===== config.mk =====
export PLATFORM = sky130hd
export DESIGN_NAME = mux_scan_ctrl
export DESIGN_NICKNAME = d
export VERILOG_FILES = /design/src/rtl/mux_scan_ctrl_pkg.sv /design/src/rtl/mux_scan_ctrl_chan_next_sel.sv /design/src/rtl/mux_scan_ctrl.sv
export SDC_FILE = /design/constraint.sdc
export NUM_CORES = 1
export LEC_CHECK = 0
export ABC_AREA = 1
export BUFFER_PORTS_ARGS = -buffer_cell sky130_fd_sc_hd__buf_2
export CAP_MARGIN = 30
export CORE_MARGIN = 5
export CORE_UTILIZATION = 32
export CTS_CLUSTER_DIAMETER = 120
export DETAILED_ROUTE_END_ITERATION = 6
export GPL_TIMING_DRIVEN = 1
export PLACE_DENSITY_LB_ADDON = 0.12
export SLEW_MARGIN = 20
export SYNTH_ARGS = -nofsm -noshare
export SYNTH_HDL_FRONTEND = slang
export SYNTH_SLANG_ARGS = --single-unit

===== constraint.sdc =====
create_clock -name clk -period 1.3 [get_ports clk]
set_input_delay 0.26 -clock clk [delete_from_list [all_inputs] [get_ports clk]]
set_output_delay 0.26 -clock clk [all_outputs]
set_load 0.01 [all_outputs]

===== src/rtl/mux_scan_ctrl_pkg.sv =====
// Shared definitions for the mux scan controller.
//   state_t : FSM encoding (ST_IDLE = 0, ST_SCAN = 1)
//   CH_NUM  : number of mux channels scanned
//   SEL_W   : width of the mux select bus
package mux_scan_pkg;

    localparam int CH_NUM = 4;
    localparam int SEL_W  = 2;

    typedef enum logic {
        ST_IDLE = 1'b0,
        ST_SCAN = 1'b1
    } state_t;

endpackage


===== src/rtl/mux_scan_ctrl_chan_next_sel.sv =====
// Combinational channel picker for the mux scan controller.
//   en      [3:0] : channel enable mask
//   cur_sel [1:0] : currently selected channel
//   first         : 1 = return the lowest enabled channel,
//                   0 = return the next enabled channel above cur_sel
//   nxt_sel [1:0] : chosen channel (holds cur_sel / 0 when none qualifies)
//   last          : no enabled channel exists above the reference channel
//                   (the chosen one when first=1, cur_sel when first=0)
module chan_next_sel
    import mux_scan_pkg::*;
(
    input  logic [CH_NUM-1:0] en,
    input  logic [SEL_W-1:0]  cur_sel,
    input  logic              first,
    output logic [SEL_W-1:0]  nxt_sel,
    output logic              last
);

    logic found;
    logic above;
    int   ref_ch;

    always_comb begin
        nxt_sel = first ? '0 : cur_sel;
        found   = 1'b0;
        // Ascending scan, first hit wins: lowest qualifying channel.
        for (int i = 0; i < CH_NUM; i++) begin
            if (en[i] && !found && (first || (i > int'(cur_sel)))) begin
                nxt_sel = SEL_W'(i);
                found   = 1'b1;
            end
        end

        ref_ch = first ? int'(nxt_sel) : int'(cur_sel);
        above  = 1'b0;
        for (int i = 0; i < CH_NUM; i++) begin
            if (en[i] && (i > ref_ch)) begin
                above = 1'b1;
            end
        end
        last = !above;
    end

endmodule


===== src/rtl/mux_scan_ctrl.sv =====
// Round-robin scan controller placed in front of a 4:1 channel mux.
// Holds each enabled channel's select for DWELL cycles, samples the mux
// output in the last dwell cycle and publishes a 4-bit frame.
//   clk         : clock, rising edge
//   rst_n       : synchronous active-low reset
//   start       : begin a frame (level, sampled in IDLE)
//   stop        : abort scanning, highest priority
//   cont        : continuous mode, sampled at frame end
//   ch_en [3:0] : channel enable mask, latched at frame start
//   mux_out     : output of the downstream mux
//   sel   [1:0] : registered mux select
//   frame [3:0] : last completed frame (disabled channels read 0)
//   frame_valid : one-cycle pulse when frame is updated
//   busy        : high while scanning
module mux_scan_ctrl
    import mux_scan_pkg::*;
#(
    parameter int DWELL = 4,
    parameter int DW_W  = 8
) (
    input  logic              clk,
    input  logic              rst_n,
    input  logic              start,
    input  logic              stop,
    input  logic              cont,
    input  logic [CH_NUM-1:0] ch_en,
    input  logic              mux_out,
    output logic [SEL_W-1:0]  sel,
    output logic [CH_NUM-1:0] frame,
    output logic              frame_valid,
    output logic              busy
);

    state_t              state_q, state_d;
    logic [SEL_W-1:0]    sel_q, sel_d;
    logic [CH_NUM-1:0]   frame_q, frame_d;
    logic                frame_valid_q, frame_valid_d;
    logic [DW_W-1:0]     cnt_q, cnt_d;
    logic [CH_NUM-1:0]   en_q, en_d;
    logic [CH_NUM-1:0]   part_q, part_d;

    logic [SEL_W-1:0]    first_sel;
    logic                first_last_unused;
    logic [SEL_W-1:0]    adv_sel;
    logic                adv_last;
    logic [CH_NUM-1:0]   part_sampled;
    logic                dwell_end;

    // Lowest enabled channel of the live mask, used when a frame begins.
    chan_next_sel u_first_sel (
        .en      (ch_en),
        .cur_sel (sel_q),
        .first   (1'b1),
        .nxt_sel (first_sel),
        .last    (first_last_unused)
    );

    // Next channel within the latched mask, used on channel advance.
    chan_next_sel u_adv_sel (
        .en      (en_q),
        .cur_sel (sel_q),
        .first   (1'b0),
        .nxt_sel (adv_sel),
        .last    (adv_last)
    );

    assign dwell_end = (cnt_q == DW_W'(DWELL - 1));

    always_comb begin
        part_sampled         = part_q;
        part_sampled[sel_q]  = mux_out;
    end

    always_comb begin
        state_d       = state_q;
        sel_d         = sel_q;
        frame_d       = frame_q;
        frame_valid_d = 1'b0;
        cnt_d         = cnt_q;
        en_d          = en_q;
        part_d        = part_q;

        case (state_q)
            ST_IDLE: begin
                if (start && !stop && (ch_en != '0)) begin
                    state_d = ST_SCAN;
                    en_d    = ch_en;
                    sel_d   = first_sel;
                    cnt_d   = '0;
                    part_d  = '0;
                end
            end
            ST_SCAN: begin
                if (stop) begin
                    // Abort wins even over a same-edge frame end.
                    state_d = ST_IDLE;
                end else if (dwell_end) begin
                    cnt_d = '0;
                    if (!adv_last) begin
                        sel_d  = adv_sel;
                        part_d = part_sampled;
                    end else begin
                        frame_d       = part_sampled & en_q;
                        frame_valid_d = 1'b1;
                        part_d        = '0;
                        if (cont && (ch_en != '0)) begin
                            // Back-to-back frame: no idle gap.
                            en_d  = ch_en;
                            sel_d = first_sel;
                        end else begin
                            state_d = ST_IDLE;
                        end
                    end
                end else begin
                    cnt_d = cnt_q + DW_W'(1);
                end
            end
            default: state_d = ST_IDLE;
        endcase
    end

    always_ff @(posedge clk) begin
        if (!rst_n) begin
            state_q       <= ST_IDLE;
            sel_q         <= '0;
            frame_q       <= '0;
            frame_valid_q <= 1'b0;
            cnt_q         <= '0;
            en_q          <= '0;
            part_q        <= '0;
        end else begin
            state_q       <= state_d;
            sel_q         <= sel_d;
            frame_q       <= frame_d;
            frame_valid_q <= frame_valid_d;
            cnt_q         <= cnt_d;
            en_q          <= en_d;
            part_q        <= part_d;
        end
    end

    assign sel         = sel_q;
    assign frame       = frame_q;
    assign frame_valid = frame_valid_q;
    assign busy        = (state_q == ST_SCAN);

endmodule


==> key figures, run 1 <==
Run status
  – Outcome: finished with violations
  – Failing checks: setup timing

Critical path
  – Crit Path Max Fanout: 4
  – CP Data Required Time: 1470 ps
  – Slowest cell on the critical path: dfxtp_2
  – Critical path class: register to register
  – CP max stage delay: 360 ps
  – Buf/Inv on CP: 1
  – CP endpoint kind: register
  – Critical Path Source Type: register
  – CP top delay family: simple AND/OR/NAND/NOR gates
  – Worst Path Arrival: about 1500 ps
  – CP Cell Sequence: ha_4 > nand2_2 > nor2_1 > nand2_1 > nand2_1 > nand2_4 > nor2_4 > inv_2 > nor2_2 > nor2_1

Global route
  – Vias in the first global route: between 1000 and 1500
  – Gr usage total: 13.4%
  – Grt ovf: 0
  – Initial antenna violation count: 0
  – First-pass GRT wire length: ~5800 microns
  – Largest net degree at the start of global routing: 15

Pwr
  – Combinational group share of total power: 17.5%
  – Internal Dissipation: 1.30 mW
  – Flop pwr share: 44.5%
  – PwrDens: 956 nW/um^2
  – Max IR drop VDD: 390 uV
  – Sw frac: 26.1%
  – Clk network pwr share: 38.0%
  – NetSw: 458 uW
  – Total power: 1.76 mW
  – Leak: between 0.8 and 0.9 nW

Logic synthesis
  – Ys Warns: 0
  – Compound-Gate Fraction of Synth Area: around 8.8%
  – Netlist cell types: 28
  – Largest family of logic cells by synthesized area: simple AND/OR/NAND/NOR gates
  – Cells after Synth: 189
  – Mux cell area share after synthesis: 0%
  – Xor and xnor area share after synthesis: 2.05%
  – Syn Std Cell Area: about 1300 sq um
  – Post-synthesis adder-cell area fraction: 0.977%
  – Syn Area/Cell: 6.78 sq um
  – Synth Net Count: 200
  – Post-synthesis simple-gate area fraction: 42.9%
  – Seq/Total Area, Yosys: 37.5%
  – #FFs+latches synth: 24

Clock tree
  – CTS clock-pin slew for the worst setup and hold paths: 90 ps
  – Root buf cell: clkbuf_8
  – Clock buffer depth: 2
  – H-tree depth: 1
  – Clock Sinks: 24
  – CTS Buf Count: 3
  – CTS tree: built
  – Clk_lat worst skew: 270 ps
  – Setup bufs post-CTS: 0

Timing
  – Minimum clock period: 1370 ps
  – Fin crit share: 105%
  – Clk_skew: 7.28 ps
  – Unrepaired setup endpoints after global routing: true
  – Fin. max-slew vios: 0
  – Setup violations, final: 11
  – Slew @ Worst Pin: 288 ps
  – Setup ws final: -65.4 ps
  – Final Hold Fails: 0
  – Highest clock rate: 732 MHz
  – Slew Limit Headroom: about four fifths

Layout
  – Area growth syn-to-layout: 43.7%
  – Nets@finish: 252
  – Share of cells above drive strength 1: 38.3%
  – Final Instance Area: 1840 sq um
  – Final Util: between 40 and 50%
  – Antenna fix cells: 0

Place
  – Setup Slack @ Placement: -136 ps
  – Post-DP HPWL: ~2700 microns
  – Placed cell areas: 1690 sq um
  – GPL Wtd Cong: 0.780
  – PortBufs: 17

Floorplanning
  – Starting Density: 32.5%
  – Die area: 5370 sq um
  – Chip Width: 73.3 microns
  – # IOs: 18
  – Core area: approximately 3900 sq um
  – Core Rows: 23
  – Chip height: 73.3 microns

Routing
  – First-iteration detailed-routing DRC count: 49
  – Pre-antenna DRT Iters: 4
  – Via count: between 1000 and 1500
  – Post-Route WL: 3340 microns
  – Detailed-route DRC error count: 0
  – Antenna-violating nets left: 0
  – Wire length per cell: about 12 microns
  – Vias per cell: 4.50

Flow run
  – Max-cap violations: 0

Hold path
  – Worst hold path class: input pin to register
## registers in the layout, summed over array words and instances (netlist names)
register     flops
cnt_q            8
frame_valid      1
part_q           4
en_q             4
frame            4
sel              2
busy             1
## power by group through the flow
stage / Combinational [mW] / Clock [mW] / Sequential (mW)
after floorplan: 0.160 / 0 / 0.797
after global placement: 0.285 / 0 / 0.797
after detailed placement: 0.285 / 0 / 0.798
after CTS: 0.307 / 0.686 / 0.782
after global routing: 0.345 / 0.711 / 0.787
final: 0.308 / 0.669 / 0.782
## synth_stat cells, drive strengths merged
| library cell | n | area share, % |
|---|---|---|
| and3 | 1 | 0.49 |
| nand3 | 9 | 3.9 |
| xor2 | 3 | 2.1 |
| nor3 | 6 | 3.2 |
| nand4 | 8 | 3.9 |
| inv | 24 | 7.2 |
| a211oi | 1 | 0.59 |
| clkbuf | 1 | 0.29 |
| o21ai | 7 | 2.7 |
| buf | 1 | 0.29 |
| o22ai | 3 | 1.5 |
| dfxtp | 24 | 37 |
| nand2 | 53 | 17 |
| a21oi | 8 | 4.0 |
| ha | 1 | 0.98 |
| or2 | 3 | 1.5 |
| nor2 | 36 | 13 |
## path summary, 6_finish.rpt
path / to / start / cells past startpoint / slack, ps
max: sel[0] / cnt_q[0] / 10 / -70
min: cnt_q[4] / rst_n / 3 / 300
max reg2reg: sel[0] / cnt_q[0] / 10 / -70
min reg2reg: frame[0] / frame[0] / 2 / 470
## through the flow
step | TNS, ps | hold WS (ps) | instances
5_1_grt | -2120 | 320 | 290
2_1_floorplan | -9.82 | 432 | 189
6_report | -538 | 300 | 290
3_5_place_dp | -1680 | 460 | 286
3_3_place_gp | -1430 | 460 | 286
4_1_cts | -637 | 294 | 290
## area by class of cell
cell class                      instances  area, sq um
Fill cell                             418         2100
Multi-Input combinational cell        139          793
Sequential cell                        24          488
Timing Repair Buffer                   49          333
Inverter                               24         92.6
Tap cell                               50         62.6
Clock buffer                            3         41.3
Clock inverter                          1         30.0
## metal layers
layer,wire length [microns],track usage (%),vias to the layer above
met5,0,0,-
met4,19,3.07,0
met3,91,2.46,2
met2,1600,22.5,15
met1,1630,17.8,585
li1,-,-,703
## timing repair
| action | CTS | global route |
|---|---|---|
| hold buffers | 0 | 0 |
| pin swaps | 11 | 2 |
| gates resized for setup | 19 | 7 |
| gates cloned | 0 | 0 |
| endpoints found under the setup margin | 16 | 23 |
## placed cells by master, fill, tap and decap left out, drive strengths merged
cell type	count
buf	49
a21oi	8
o22ai	3
nand2	53
xor2	3
bufinv	1
dfxtp	24
nor2	36
ha	1
inv	24
nand3	9
and3	1
o21ai	7
nand4	8
or2	3
nor3	6
clkbuf	3
a211oi	1
## cells by family (layout without fill, tap and decap cells)
kind of cell / after synthesis / after routing
simple gates: 116 / 116
buf+inv: 26 / 77
fa+ha+maj: 1 / 1
compound gates: 19 / 19
xor+xnor: 3 / 3
flops: 24 / 24
## worst register-to-register path: stages (launching register included)
cell and delay (ps):
dfxtp_2 360, ha_4 140, nand2_2 50, nor2_1 90
nand2_1 90, nand2_1 130, nand2_4 90, nor2_4 130
inv_2 40, nor2_2 100, nor2_1 40
Note: power is estimated with default switching activity, not from simulation.
==> run 2, diff against run 1 <==
--- a/config.mk
+++ b/config.mk
@@ -12,7 +12,7 @@
 export CORE_UTILIZATION = 32
 export CTS_CLUSTER_DIAMETER = 120
 export DETAILED_ROUTE_END_ITERATION = 6
-export GPL_TIMING_DRIVEN = 1
+export GPL_TIMING_DRIVEN = 0
 export PLACE_DENSITY_LB_ADDON = 0.12
 export SLEW_MARGIN = 20
 export SYNTH_ARGS = -nofsm -noshare
==> run 2 against run 1 <==
  * The run still ends with setup timing left
  * Core utilization down 5.9 points
  * Routed wire length decreased by 4.9%
  * Sequential share of layout area grew 4.3 points
  * Total power fell by 12%
  * Die area stayed put
  * Maximum frequency grew 2.7%
  * First-iteration DRC count fell by 4.1%
  * Worst setup slack better by 36 ps
  * Flip-flop and latch count stayed put
  * Final cell count down 8.3%
  * Worst hold slack better by 33 ps
  * Clock power is 23% lower
==> key figures, run 2 (synthesis results as in run 1) <==
Place
  – Post-DP HPWL: 2470 microns (was 2690 microns)
  – GPL Wtd Cong: 0.782 (was 0.780)
  – PortBufs: 16 (was 17)
  – Placed cell areas: 1450 sq um (was 1690 sq um)

Global route
  – First-pass GRT wire length: 5460 microns (was 5780 microns)
  – Grt ovf: 0 (unchanged)
  – Initial antenna violation count: 0 (unchanged)
  – Largest net degree at the start of global routing: 14 (was 15)
  – Gr usage total: 12.9% (was 13.4%)
  – Vias in the first global route: 1180 (was 1300)

Pwr
  – Max IR drop VDD: 349 uV (was 390 uV)
  – PwrDens: 968 nW/um^2 (was 956 nW/um^2)
  – Internal Dissipation: 1.12 mW (was 1.30 mW)
  – Clk network pwr share: 33.2% (was 38.0%)
  – Combinational group share of total power: 16.6% (was 17.5%)
  – Sw frac: 27.9% (was 26.1%)
  – Leak: 0.739 nW (was 0.868 nW)
  – NetSw: 434 uW (was 458 uW)
  – Flop pwr share: 50.2% (was 44.5%)
  – Total power: 1.55 mW (was 1.76 mW)

Critical path
  – Worst Path Arrival: 1540 ps (about the same)
  – Crit Path Max Fanout: 5 (was 4)
  – CP Data Required Time: 1510 ps (was 1470 ps)
  – Critical path class: register to register (unchanged)
  – CP endpoint kind: register (unchanged)
  – Critical Path Source Type: register (unchanged)

Timing
  – Final Hold Fails: 0 (unchanged)
  – Minimum clock period: 1330 ps (was 1370 ps)
  – Setup tns final: -126 ps (was -538 ps)
  – Highest clock rate: 752 MHz (was 732 MHz)
  – Slew @ Worst Pin: 478 ps (was 288 ps)
  – Setup violations, final: 10 (was 11)
  – Setup ws final: -29.6 ps (was -65.4 ps)
  – Fin. max-slew vios: 0 (unchanged)
  – Fin crit share: 102% (was 105%)
  – Clk_skew: 6.11 ps (was 7.28 ps)
  – Slew Limit Headroom: 68.1% (was 80.6%)
  – Worst hold margin: 333 ps (was 300 ps)
  – Unrepaired setup endpoints after global routing: true (unchanged)

Clock tree
  – CTS tree: built (unchanged)
  – CTS Buf Count: 3 (unchanged)
  – Clock buffer depth: 2 (unchanged)
  – Clock Sinks: 24 (unchanged)
  – CTS Hold Bufs: 0 (unchanged)
  – H-tree depth: 1 (unchanged)
  – Root buf cell: clkbuf_8 (unchanged)
  – CTS clock-pin slew for the worst setup and hold paths: 80 ps (was 90 ps)
  – Clk_lat worst skew: 270 ps (about the same)

Routing
  – Vias per cell: 4.62 (was 4.50)
  – Detail Route met2 WL: 1570 microns (was 1600 microns)
  – Via count: 1229 (was 1305)
  – Antenna-violating nets left: 0 (unchanged)
  – Wire length per cell: 11.9 microns (was 11.5 microns)
  – Met1 wire length: 1500 microns (was 1630 microns)
  – Detailed-route DRC error count: 0 (unchanged)
  – Pre-antenna DRT Iters: 4 (unchanged)
  – Max Used Layer: met4 (unchanged)
  – WL met3: 82 microns (was 91 microns)
  – First-iteration detailed-routing DRC count: 47 (was 49)
  – Post-Route WL: 3170 microns (was 3340 microns)

Layout
  – Area growth syn-to-layout: 25.4% (was 43.7%)
  – Reg with most FFs: cnt_q (unchanged)
  – Share of cells above drive strength 1: 27.3% (was 38.3%)
  – Antenna fix cells: 0 (unchanged)
  – Nets@finish: 228 (was 252)
  – Most frequent cells in the layout: nand2_1, nor2_1, inv_1 (was nand2_1, buf_4, nor2_1)
  – Fill cells: 424 (was 418)
  – Max FFs per register: 8 (unchanged)
  – Final Util: 40.7% (was 46.7%)
  – Commonest non-fill, non-tap cell in the layout: nand2_1 (unchanged)
  – Final Instance Area: 1610 sq um (was 1840 sq um)
  – Area of the multi-input gates: 758 sq um (was 793 sq um)
  – Sequential standard cell area: 494 sq um (was 488 sq um)

Hold path
  – Worst hold path class: input pin to register (unchanged)

Run status
  – Failing checks: setup timing (unchanged)
  – Outcome: finished with violations (unchanged)

Floorplanning
  – # IOs: 18 (unchanged)
  – Chip height: 73.3 microns (unchanged)
  – Core area: 3940 sq um (unchanged)
  – Die area: 5370 sq um (unchanged)
  – Chip Width: 73.3 microns (unchanged)
  – Core Rows: 23 (unchanged)
  – Starting Density: 32.5% (unchanged)

Flow run
  – Max-cap violations: 0 (unchanged)
## run 2: per-stage QoR
step | cells | setup WS, ps
floorplan | 189 | -9.82
global placement | 255 | -159
detailed placement | 255 | -192
CTS | 266 | -111
global route | 266 | -155
finish | 266 | -29.6
## run 2: metal layers
| metal | GRT usage (%) | vias up |
|---|---|---|
| met4 | 3.69 | 0 |
| met1 | 16.6 | 562 |
| met3 | 2.33 | 4 |
| li1 | - | 654 |
| met5 | 0 | - |
| met2 | 21.9 | 9 |
## run 2: final cells by class
type / instances / share of cell area [%]
multi-input cells: 139 / 47.2
flip-flops and latches: 24 / 30.8
repair buffers: 23 / 8.49
inverters: 24 / 5.76
well taps: 50 / 3.89
clock buffers: 4 / 3.43
plain buffers: 2 / 0.467
## run 2: power by group through the flow
| stage | logic, mW | registers (mW) | clock network (mW) |
|---|---|---|---|
| final | 0.258 | 0.781 | 0.516 |
| after global routing | 0.288 | 0.785 | 0.573 |
| after CTS | 0.252 | 0.781 | 0.541 |
| after detailed placement | 0.226 | 0.801 | 0 |
| after global placement | 0.224 | 0.800 | 0 |
| after floorplan | 0.160 | 0.797 | 0 |
## run 2: repair_timing
item | in CTS | in global routing
setup endpoints to repair | 21 | 23
resized for setup | 8 | 10
pin swaps | 8 | 3
buffers inserted | 7 | 0
## run 2: worst max-delay path, cell delays in order (launching register included)
cell	delay, ps
dfxtp_2	360
ha_4	150
nand2_2	50
nor2_2	90
nand2_2	90
nor3_4	220
inv_2	110
nor2_4	100
nand2_1	50
nand2_1	50
## run 2: worst paths after layout
path             from       end  slack (ps)  cells after the start
max          cnt_q[0]  frame[2]         -30                      9
min              stop  cnt_q[1]         330                      4
max reg2reg  cnt_q[0]  frame[2]         -30                      9
min reg2reg  frame[2]  frame[2]         470                      2
==> run 3, diff against run 2 <==
--- a/config.mk
+++ b/config.mk
@@ -5,7 +5,6 @@
 export SDC_FILE = /design/constraint.sdc
 export NUM_CORES = 1
 export LEC_CHECK = 0
-export ABC_AREA = 1
 export BUFFER_PORTS_ARGS = -buffer_cell sky130_fd_sc_hd__buf_2
 export CAP_MARGIN = 30
 export CORE_MARGIN = 5
==> run 3 against run 2 <==
  * The run still ends with setup timing left
  * Maximum frequency down 18%
  * Cell area fell by 2.3%
  * First-iteration DRC count is 55% lower
  * Core utilization up 2.1 points
  * Final cell count down 19%
  * Worst hold slack worse by 69 ps
  * Sequential power decreased by 0.6%
  * Die area is 4.3% lower
  * Synthesized cell count down 26%
  * Routed wire length is 8.7% lower
  * Non-clock buffer count rose by 1
  * Clock skew fell by 0.95 ps
  * Critical path type unchanged
  * Critical endpoint is now part_q[3]
  * Highest routed layer unchanged
==> key figures, run 3 <==
Floorplanning
  – Chip height: 71.7 microns (was 73.3 microns)
  – Die area: 5140 sq um (was 5370 sq um)
  – # IOs: 18 (unchanged)
  – Core area: 3660 sq um (was 3940 sq um)
  – Chip Width: 71.7 microns (was 73.3 microns)
  – Core Rows: 22 (was 23)
  – Starting Density: 33.3% (was 32.5%)

Place
  – Post-DP HPWL: 2070 microns (was 2470 microns)
  – GPL Wtd Cong: 0.781 (was 0.782)
  – Placed cell areas: 1400 sq um (was 1450 sq um)
  – Setup Slack @ Placement: -420 ps (was -192 ps)
  – PortBufs: 17 (was 16)

Logic synthesis
  – Number of synthesized flops with an enable pin: 0 (unchanged)
  – Netlist cell types: 36 (was 28)
  – Commonest cells in the netlist: dfxtp_1, nand2_1, mux2i_1, nor2_1 (was nand2_1, nor2_1, dfxtp_1)
  – Syn Std Cell Area: 1220 sq um (was 1280 sq um)
  – Syn Area/Cell: 8.70 sq um (was 6.78 sq um)
  – Asr flop ratio synth: 0% (unchanged)
  – Yosys top cell area share: 39.5% (was 37.5%)
  – Main synth FF type: dfxtp_1 (unchanged)
  – Ys Warns: 0 (unchanged)
  – Synth Net Count: 151 (was 200)
  – Main area contributors after synthesis: dfxtp_1, mux2i_1, nand2_1 (was dfxtp_1, nand2_1, nor2_1)
  – #FFs+latches synth: 24 (unchanged)
  – Dominant cell type by area after synthesis: dfxtp_1 (unchanged)
  – Seq/Total Area, Yosys: 39.5% (was 37.5%)
  – Cells after Synth: 140 (was 189)
  – Most frequent cell after synthesis: dfxtp_1 (was nand2_1)

Clock tree
  – CTS Hold Bufs: 0 (unchanged)
  – CTS tree: built (unchanged)
  – Clk_lat worst skew: 270 ps (about the same)
  – CTS Buf Count: 3 (unchanged)
  – CTS clock-pin slew for the worst setup and hold paths: 90 ps (was 80 ps)
  – H-tree depth: 1 (unchanged)
  – Clock Sinks: 24 (unchanged)
  – Clock buffer depth: 2 (unchanged)
  – Root buf cell: clkbuf_8 (unchanged)

Routing
  – Detailed-route DRC error count: 0 (unchanged)
  – Post-Route WL: 2900 microns (was 3170 microns)
  – Vias per cell: 4.92 (was 4.62)
  – Antenna-violating nets left: 0 (unchanged)
  – First-iteration detailed-routing DRC count: 21 (was 47)
  – Wire length per cell: 13.5 microns (was 11.9 microns)
  – Via count: 1057 (was 1229)
  – Pre-antenna DRT Iters: 2 (was 4)

Pwr
  – Leak: 0.604 nW (was 0.739 nW)
  – Total power: 1.50 mW (was 1.55 mW)
  – NetSw: 383 uW (was 434 uW)
  – Clk network pwr share: 34.7% (was 33.2%)
  – Combinational group share of total power: 13.5% (was 16.6%)
  – Internal Dissipation: 1.12 mW (about the same)
  – PwrDens: 955 nW/um^2 (was 968 nW/um^2)
  – Max IR drop VDD: 584 uV (was 349 uV)
  – Flop pwr share: 51.8% (was 50.2%)
  – Sw frac: 25.5% (was 27.9%)

Critical path
  – Crit path launch: cnt_q[1] (was cnt_q[0])
  – CP max stage delay: 360 ps (about the same)
  – CP endpoint kind: register (unchanged)
  – Critical Path Source Type: register (unchanged)
  – R2r startpoint: cnt_q[1] (was cnt_q[0])
  – Worst Path Arrival: 1840 ps (was 1540 ps)
  – Crit Path Max Fanout: 5 (unchanged)
  – Buf/Inv on CP: 0 (was 1)
  – Slowest cell on the critical path: dfxtp_2 (unchanged)
  – CP top delay family: simple AND/OR/NAND/NOR gates (unchanged)
  – CP Data Required Time: 1520 ps (was 1510 ps)
  – CP Cell Sequence: ha_4 > nor4b_4 > nand2_2 > a21o_4 > or3_4 > a21boi_2 (was ha_4 > nand2_2 > nor2_2 > nand2_2 > nor3_4 > inv_2 > nor2_4 > nand2_1 > nand2_1)
  – Critical path class: register to register (unchanged)

Layout
  – Final Instance Area: 1570 sq um (was 1610 sq um)
  – Area of the multi-input gates: 806 sq um (was 758 sq um)
  – Sequential standard cell area: 485 sq um (was 494 sq um)
  – Area growth syn-to-layout: 29.0% (was 25.4%)
  – Max FFs per register: 8 (unchanged)
  – Nets@finish: 179 (was 228)
  – Fill cells: 376 (was 424)
  – Antenna fix cells: 0 (unchanged)
  – Most frequent cells in the layout: nand2_1, dfxtp_1, buf_2 (was nand2_1, nor2_1, inv_1)
  – Reg with most FFs: cnt_q (unchanged)
  – Share of cells above drive strength 1: 29.9% (was 27.3%)

Timing
  – Highest clock rate: 615 MHz (was 752 MHz)
  – Fin. max-slew vios: 0 (unchanged)
  – Unrepaired setup endpoints after global routing: true (unchanged)
  – Setup ws final: -325 ps (was -29.6 ps)
  – Setup violations, final: 22 (was 10)
  – Minimum clock period: 1630 ps (was 1330 ps)
  – Clk_skew: 5.16 ps (was 6.11 ps)
  – Fin crit share: 125% (was 102%)
  – Slew Limit Headroom: 69.6% (was 68.1%)
  – Final Hold Fails: 0 (unchanged)
  – Slew @ Worst Pin: 456 ps (was 478 ps)

Global route
  – Gr usage total: 12.2% (was 12.9%)
  – Grt ovf: 0 (unchanged)
  – Largest net degree at the start of global routing: 14 (unchanged)
  – First-pass GRT wire length: 5000 microns (was 5460 microns)
  – Initial antenna violation count: 0 (unchanged)
  – Vias in the first global route: 1067 (was 1180)

Hold path
  – Worst hold path class: input pin to register (unchanged)
  – Worst hold start: ch_en[3] (was stop)

Run status
  – Outcome: finished with violations (unchanged)
  – Failing checks: setup timing (unchanged)

Flow run
  – Max-cap violations: 0 (unchanged)
-- run 3: cell types whose count changed in the layout (fill, tap and decap cells not counted), sizes merged, moves of 6 or more --
cell,change
nand3,-9
inv,-21
mux2i,+11
nor2,-25
nor2b,+6
nand2,-31
a21boi,+7
-- run 3: worst paths after layout --
kind | cells after the start | end | slack, ps
max reg2reg | 6 | part_q[3] | -330
min reg2reg | 2 | part_q[1] | 460
max | 6 | part_q[3] | -330
min | 3 | en_q[3] | 260
-- run 3: cells by family after synthesis --
kind of cell             share of synthesized area (%)
XOR/XNOR                                          5.04
flip-flops                                        39.5
adder cells (fa/ha/maj)                           1.03
buffers and inverters                             2.36
AO/OA/AOI/OAI                                     13.5
AND/OR/NAND/NOR                                   28.7
multiplexers                                      9.97
-- run 3: final cells by class --
cell class / instances / area share (%)
flip-flops and latches: 24 / 30.9
plain buffers: 3 / 1.20
clock buffers: 4 / 3.51
repair buffers: 23 / 8.53
inverters: 3 / 0.717
well taps: 48 / 3.82
multi-input cells: 110 / 51.3
-- run 3: routing by layer --
layer,part of all wire (%),wire [microns],GRT usage (%),vias up
met5,0,0,0,-
met4,0.31,9,2.30,0
met3,2.5,72,3.37,2
met2,52,1510,21.4,10
met1,45,1310,14.9,504
li1,-,-,-,541
-- run 3: per-stage QoR --
| stage | TNS [ps] | cells | hold WS [ps] | util, % |
|---|---|---|---|---|
| 2_1_floorplan | -1890 | 140 | 402 | - |
| 3_3_place_gp | -6230 | 205 | 440 | 38.2 |
| 3_5_place_dp | -6670 | 205 | 447 | 38.2 |
| 4_1_cts | -5010 | 216 | 265 | 42.4 |
| 5_1_grt | -7260 | 215 | 265 | 42.9 |
| 6_report | -5180 | 215 | 264 | 42.9 |
-- run 3: tightest hold or removal path, delay by kind of cell --
family,cells,cell delay [ps]
buffers and inverters,1,130
muxes,1,50
and+or+nand+nor,1,50
-- run 3: what timing repair did --
action	in CTS	in global routing
endpoints found under the hold margin	0	0
endpoints found under the setup margin	23	23
gates cloned	1	0
setup buffers	6	1
gates resized for setup	9	9
pin swaps	13	5
-- run 3: power groups by stage --
stage | clock network, mW | registers [mW] | logic, mW
after floorplan | 0 | 0.787 | 0.111
after global routing | 0.573 | 0.780 | 0.226
final | 0.520 | 0.776 | 0.203
after detailed placement | 0 | 0.792 | 0.168
after CTS | 0.537 | 0.775 | 0.200
after global placement | 0 | 0.792 | 0.166
